<file path="config.mk">
export PLATFORM = sky130hd
export DESIGN_NAME = decode_stage
export DESIGN_NICKNAME = d
export VERILOG_FILES = /design/src/rtl/decode_stage.sv
export SDC_FILE = /design/constraint.sdc
export NUM_CORES = 2
export LEC_CHECK = 0
export BUFFER_PORTS_ARGS = -buffer_cell sky130_fd_sc_hd__buf_4
export CORE_MARGIN = 2
export CORE_UTILIZATION = 62
export DETAILED_ROUTE_END_ITERATION = 8
export HOLD_SLACK_MARGIN = 0.15
export PLACE_DENSITY = 0.81
export SLEW_MARGIN = 15
export SYNTH_ARGS = -nofsm -noshare
export SYNTH_HDL_FRONTEND = slang
export SYNTH_SLANG_ARGS = --single-unit
</file>
<file path="constraint.sdc">
create_clock -name clk -period 2.42 [get_ports clk]
set_input_delay 0.363 -clock clk [delete_from_list [all_inputs] [get_ports clk]]
set_output_delay 0.363 -clock clk [all_outputs]
set_load 0.01 [all_outputs]
</file>
<file path="src/rtl/decode_stage.sv">
// decode_stage: ID stage of the 5-stage pipeline.
//
// Takes the IF/ID latch (instruction + PC+4), reads the 32x32 register file
// (with write-through bypass from write-back), decodes the control fields,
// sign-extends the immediate and loads everything into the ID/EX latch.
// A load-use hazard unit stalls fetch and inserts a bubble into ID/EX.
//
// Ports:
//   clk, rst              rising-edge clock, asynchronous active-low reset
//   if_id_instr/npc       instruction and PC+4 from fetch
//   ex_mem_pc_src         branch taken in MEM, flushes the ID/EX controls
//   wb_reg_write/_reg/_data   register-file write-back port
//   pc_write, if_id_write     fetch stall controls (combinational)
//   id_ex_*               registered ID/EX latch outputs
//   stall_count           load-use stall counter (only with DECODE_STALL_CNT_EN)
//
// Optional feature macro: DECODE_STALL_CNT_EN
module decode_stage #(
    parameter int DATA_W      = 32,
    parameter int STALL_CNT_W = 16
) (
    input  logic                   clk,
    input  logic                   rst,
    input  logic [31:0]            if_id_instr,
    input  logic [31:0]            if_id_npc,
    input  logic                   ex_mem_pc_src,
    input  logic                   wb_reg_write,
    input  logic [4:0]             wb_write_reg,
    input  logic [DATA_W-1:0]      wb_write_data,
    output logic                   pc_write,
    output logic                   if_id_write,
    output logic [31:0]            id_ex_npc,
    output logic [DATA_W-1:0]      id_ex_rdata1,
    output logic [DATA_W-1:0]      id_ex_rdata2,
    output logic [DATA_W-1:0]      id_ex_imm,
    output logic [4:0]             id_ex_rs,
    output logic [4:0]             id_ex_rt,
    output logic [4:0]             id_ex_rd,
    output logic [1:0]             id_ex_wb,
    output logic [2:0]             id_ex_m,
    output logic [3:0]             id_ex_ex
`ifdef DECODE_STALL_CNT_EN
    ,
    output logic [STALL_CNT_W-1:0] stall_count
`endif
);

    localparam logic [5:0] OP_RTYPE = 6'h00;
    localparam logic [5:0] OP_LW    = 6'h23;
    localparam logic [5:0] OP_SW    = 6'h2B;
    localparam logic [5:0] OP_BEQ   = 6'h04;
    localparam logic [5:0] OP_ADDI  = 6'h08;

    logic [5:0]        opcode;
    logic [4:0]        rs;
    logic [4:0]        rt;
    logic [4:0]        rd;
    logic [DATA_W-1:0] imm_ext;
    logic [DATA_W-1:0] regs [32];
    logic [DATA_W-1:0] rdata1;
    logic [DATA_W-1:0] rdata2;
    logic              wb_active;
    logic [1:0]        ctl_wb;
    logic [2:0]        ctl_m;
    logic [3:0]        ctl_ex;
    logic              stall;
    logic              bubble;

    assign opcode  = if_id_instr[31:26];
    assign rs      = if_id_instr[25:21];
    assign rt      = if_id_instr[20:16];
    assign rd      = if_id_instr[15:11];
    assign imm_ext = {{(DATA_W-16){if_id_instr[15]}}, if_id_instr[15:0]};

    // Writes to r0 are discarded, so r0 never needs special handling on the write side
    assign wb_active = wb_reg_write && (wb_write_reg != 5'd0);

    // Register file storage; write-back is never gated by stall or flush
    always_ff @(posedge clk or negedge rst) begin
        if (!rst) begin
            for (int i = 0; i < 32; i++) begin
                regs[i] <= '0;
            end
        end else if (wb_active) begin
            regs[wb_write_reg] <= wb_write_data;
        end
    end

    // Reads bypass the write-back value in the same cycle so a write and a
    // dependent decode can share a cycle without a forwarding hazard
    always_comb begin
        rdata1 = regs[rs];
        rdata2 = regs[rt];
        if (wb_active && (wb_write_reg == rs)) begin
            rdata1 = wb_write_data;
        end
        if (wb_active && (wb_write_reg == rt)) begin
            rdata2 = wb_write_data;
        end
        if (rs == 5'd0) begin
            rdata1 = '0;
        end
        if (rt == 5'd0) begin
            rdata2 = '0;
        end
    end

    // Main control decoder: wb={reg_write,mem_to_reg}, m={branch,mem_read,mem_write},
    // ex={reg_dst,alu_op[1:0],alu_src}; unknown opcodes decode as a NOP
    always_comb begin
        ctl_wb = 2'b00;
        ctl_m  = 3'b000;
        ctl_ex = 4'b0000;
        case (opcode)
            OP_RTYPE: begin ctl_wb = 2'b10; ctl_m = 3'b000; ctl_ex = 4'b1100; end
            OP_LW:    begin ctl_wb = 2'b11; ctl_m = 3'b010; ctl_ex = 4'b0001; end
            OP_SW:    begin ctl_wb = 2'b00; ctl_m = 3'b001; ctl_ex = 4'b0001; end
            OP_BEQ:   begin ctl_wb = 2'b00; ctl_m = 3'b100; ctl_ex = 4'b0010; end
            OP_ADDI:  begin ctl_wb = 2'b10; ctl_m = 3'b000; ctl_ex = 4'b0001; end
            default:  begin ctl_wb = 2'b00; ctl_m = 3'b000; ctl_ex = 4'b0000; end
        endcase
    end

    // Load-use hazard: a load in EX whose destination feeds this instruction
    assign stall = id_ex_m[1] && (id_ex_rt != 5'd0) && ((id_ex_rt == rs) || (id_ex_rt == rt));

    // pc_write stays low on stall even during a flush; fetch gives the branch priority
    assign pc_write    = !stall;
    assign if_id_write = !stall;
    assign bubble      = stall || ex_mem_pc_src;

    // ID/EX latch: data fields always load, controls are zeroed for a bubble
    always_ff @(posedge clk or negedge rst) begin
        if (!rst) begin
            id_ex_npc    <= '0;
            id_ex_rdata1 <= '0;
            id_ex_rdata2 <= '0;
            id_ex_imm    <= '0;
            id_ex_rs     <= '0;
            id_ex_rt     <= '0;
            id_ex_rd     <= '0;
            id_ex_wb     <= '0;
            id_ex_m      <= '0;
            id_ex_ex     <= '0;
        end else begin
            id_ex_npc    <= if_id_npc;
            id_ex_rdata1 <= rdata1;
            id_ex_rdata2 <= rdata2;
            id_ex_imm    <= imm_ext;
            id_ex_rs     <= rs;
            id_ex_rt     <= rt;
            id_ex_rd     <= rd;
            id_ex_wb     <= bubble ? 2'b00   : ctl_wb;
            id_ex_m      <= bubble ? 3'b000  : ctl_m;
            id_ex_ex     <= bubble ? 4'b0000 : ctl_ex;
        end
    end

`ifdef DECODE_STALL_CNT_EN
    // Counts real load-use stalls only; a stall hidden by a flush is not counted.
    // Saturates rather than wrapping so a long run never reads back as small.
    always_ff @(posedge clk or negedge rst) begin
        if (!rst) begin
            stall_count <= '0;
        end else if (stall && !ex_mem_pc_src && (stall_count != {STALL_CNT_W{1'b1}})) begin
            stall_count <= stall_count + 1'b1;
        end
    end
`endif

endmodule

</file>
==> results.md <==
- Total wire length: 200,000 um
- First-pass GRT wire length: 294,000 um
- Net Sw Frac: around 28%
- Int Power: approximately 40,000 uW
- Hpwl dp: 122,000 um
- First drt pass iteration count: 6
- Commonest non-fill, non-tap cells in the layout: 1,150 x dfrtp_1, 961 x mux2_2, 520 x mux2i_1, 474 x buf_4, 250 x mux4_2
- Endpoint class of the critical path: output pin
- Leak pwr: 0.0314 uW
- Vias/cell: 7.22
- Status: finished with violations
- Fmax: 0.409 GHz
- MaxCap Viol Count: 0
- Setup ws final: -0.0227 ns
- FF-to-FF setup slack: 0.12 ns
- Layout cells sized above 1: 43.9%
- Final setup violation count: 2
- Clock skew: roughly 0.034 ns
- Core outline area: 0.0947 mm2
- Most used flip-flop cell after synthesis: dfrtp_1
- Routing usage on met3: 13.1%
- First DRT Iteration DRCs: between 5,000 and 6,000
- Initial antenna violation count: 9
- Htree depth: 3
- Wire per inst: 33.4 um
- Area delta synth->final: 17.4%
- Combinational share of power: 19.3%
- Slew @ Worst Pin: 1.03 ns
- Commonest non-fill, non-tap cell in the layout: dfrtp_1
- CTS Sinks: 1,153
- Peak VDD IR: 0.621 mV
- Share of power burned in registers: 45.8%
- Crit path launch type: flip-flop
- Setup CP Type: reg -> out
- Unique masters post-synth: 61
- Port Buf Inserts: 258
- RSZ-0062 raised after global routing: true
- Ys async rst share: 100%
- Die Span Y: 313 um
- # DRC: 0
- Io pins: approximately 260
- Initial Util: 62.4%
- Fin crit period: 2.44 ns
- Routed Antenna Nets: 0
- Crit path DAT: 2.08 ns
- Synth Cell Area: 0.0591 mm2
- Design Area, Final: 0.0694 mm2
- Final hold vios: 0
- Hold path depth: 2
- Max Fanout on Critical Path: 4
- Root buffer cell: clkbuf_16
- Pwr/cell area: 807 mW/mm2
- Failing checks: negative setup slack
- Worst Hold Launch: if_id_instr[17]
- Final Slew Violations: 0
- Reg2reg path depth: 6
- Clock power frac: 34.9%
- Global Route met1 Usage: 52.7%
- Seq cells post-synth: 1,153
- YS warnings: 0
- Post-synth EDFFs: 0
- WP data required: 2.06 ns
- Setup WS pre-CTS: -0.259 ns
- Relative slew slack: 30.7%
- Sequential-to-total area share from yosys stat: ~50%
- Fill count: 5,990
- Total CTS buffers: around 120
- Cells after Synth: 4,294
- Hold Crit Class: in -> reg
- Post-synth net total: 4,399
- Die footprint: about 0.1 mm2
- Placement Cell Area: 0.0641 mm2
- Final Wtd Congestion: 0.922
- Clk Latency, worst-skew pair: 0.73 ns
- Vias: 43,300
- Rows: 113
- Sw power: 15,500 uW
- Largest net degree at the start of global routing: 109
- Clock Pin Slew Worst Setup and Hold Paths: roughly 0.06 ns
- Syn Area/Cell: 13.8 um2
- Net count, final: 4,731
- CTS tree: done
- Tcrit/Tclk final: 101%
- Most Crowded Layer GR: met2
- Worst Hold End: id_ex_rt[1]
- Grt ovf: 0
- GR Util met2: between 60% and 70%
- Vias in the first global route: 44,300
- Reg-to-Reg End: id_ex_ex[0]
- Total track usage: 40.8%
- Chip Width: around 310 um
- Maximum root-to-sink buffer count: 3
- Reg2reg start: id_ex_rt[2]
==> per-stage QoR <==
stage          util, %  hold WS [ns]  setup TNS (ns)  std cells  power [uW]
4_1_cts           73.2         0.151        -0.00264       5990       55700
3_5_place_dp      67.7         0.275           -1.15       5668       36200
5_1_grt           73.2         0.177          -0.134       5990       57800
3_3_place_gp      67.7         0.275           -1.03       5668       35600
6_report          73.2         0.168         -0.0402       5995       56000
2_1_floorplan        -        0.0674               0       4294       32200
==> critical path: stages (launching register included) <==
cell and delay, ns:
dfrtp_2 0.45, xor2_1 0.17, nor3_1 0.25, nand3_1 0.13, a21oi_2 0.19, inv_2 0.07
buf_6 0.13
==> power by group through the flow <==
stage	Clock, uW	Combinational [uW]	Sequential [uW]
after floorplan	0	7360	24800
after global placement	0	10100	25500
after detailed placement	0	10400	25700
after CTS	19600	10700	25400
after global routing	20500	11500	25900
final	19600	10800	25600
==> layer usage <==
layer	vias to the layer above	wire length [um]
met5	-	104
met4	14	14900
met3	927	24700
met2	3148	88400
met1	22300	71900
li1	16900	-
==> registers in the layout, indices dropped and copies added (netlist names) <==
name / flops
id_ex_rs: 5
id_ex_imm: 12
id_ex_rt: 5
id_ex_npc: 32
regs: 1024
id_ex_wb: 1
id_ex_rdata1: 32
id_ex_rdata2: 32
id_ex_m: 3
id_ex_rd: 4
id_ex_ex: 3
==> logic make-up (layout without fill, tap and decap cells) <==
kind of cell | Yosys count | after routing | share of synthesized area, %
AOI/OAI and AO/OA | 502 | 502 | 6.15
xor gates and xnor gates | 20 | 20 | 0.309
buffers and inverters | 484 | 915 | 4.37
DFF | 1153 | 1153 | 48.8
muxes | 1766 | 1766 | 37.3
other | 0 | 5 | 0
and+or+nand+nor | 369 | 369 | 3.03
==> worst max path at each step <==
stage / startpoint / endpoint / slack (ns) / cells after the start
3_3_place_gp: if_id_instr[18] / id_ex_rdata2[31] / -0.26 / 8
6_report: id_ex_rt[2] / pc_write / -0.02 / 6
2_1_floorplan: if_id_instr[21] / pc_write / 0.20 / 9
5_1_grt: id_ex_rt[2] / pc_write / -0.07 / 6
4_1_cts: id_ex_rt[2] / pc_write / -0.002 / 5
3_5_place_dp: if_id_instr[18] / id_ex_rdata2[31] / -0.26 / 8
==> cell type report <==
type | count | area (um2) | share of cell area (%)
Multi-Input combinational cell | 2657 | 27900 | 40.2
Sequential cell | 1153 | 28900 | 41.6
Clock buffer | 176 | 3550 | 5.12
Inverter | 3 | 11.3 | 0.0162
Timing Repair Buffer | 693 | 6860 | 9.89
Antenna cell | 5 | 12.5 | 0.0180
Tap cell | 1265 | 1580 | 2.28
Clock inverter | 43 | 612 | 0.882
==> Yosys cell counts (all sizes together), types with 15 or more instances <==
library cell	number	area (um2)
mux4	250	5630
a31oi	16	100
clkbuf	188	706
buf	293	1860
a21o	34	255
or4	18	135
o21ai	62	310
a22oi	41	308
nor3	23	125
o22ai	137	857
dfrtp	1153	28900
a21oi	33	165
nand3	20	105
nor4	38	253
a221oi	65	576
mux2	996	11200
a22o	15	131
mux2i	520	5200
nand2	108	405
nor2	112	423
o31ai	16	120
==> timing repair <==
| action | CTS | global route |
|---|---|---|
| pin swaps | 1 | 3 |
| cloned | 0 | 0 |
| gates resized for setup | 5 | 6 |
| hold buffers | 102 | 0 |
| setup buffers | 1 | 1 |
| hold endpoints to repair | 898 | 0 |
| endpoints found under the setup margin | 2 | 18 |
Power figures use the tool's default switching activity.
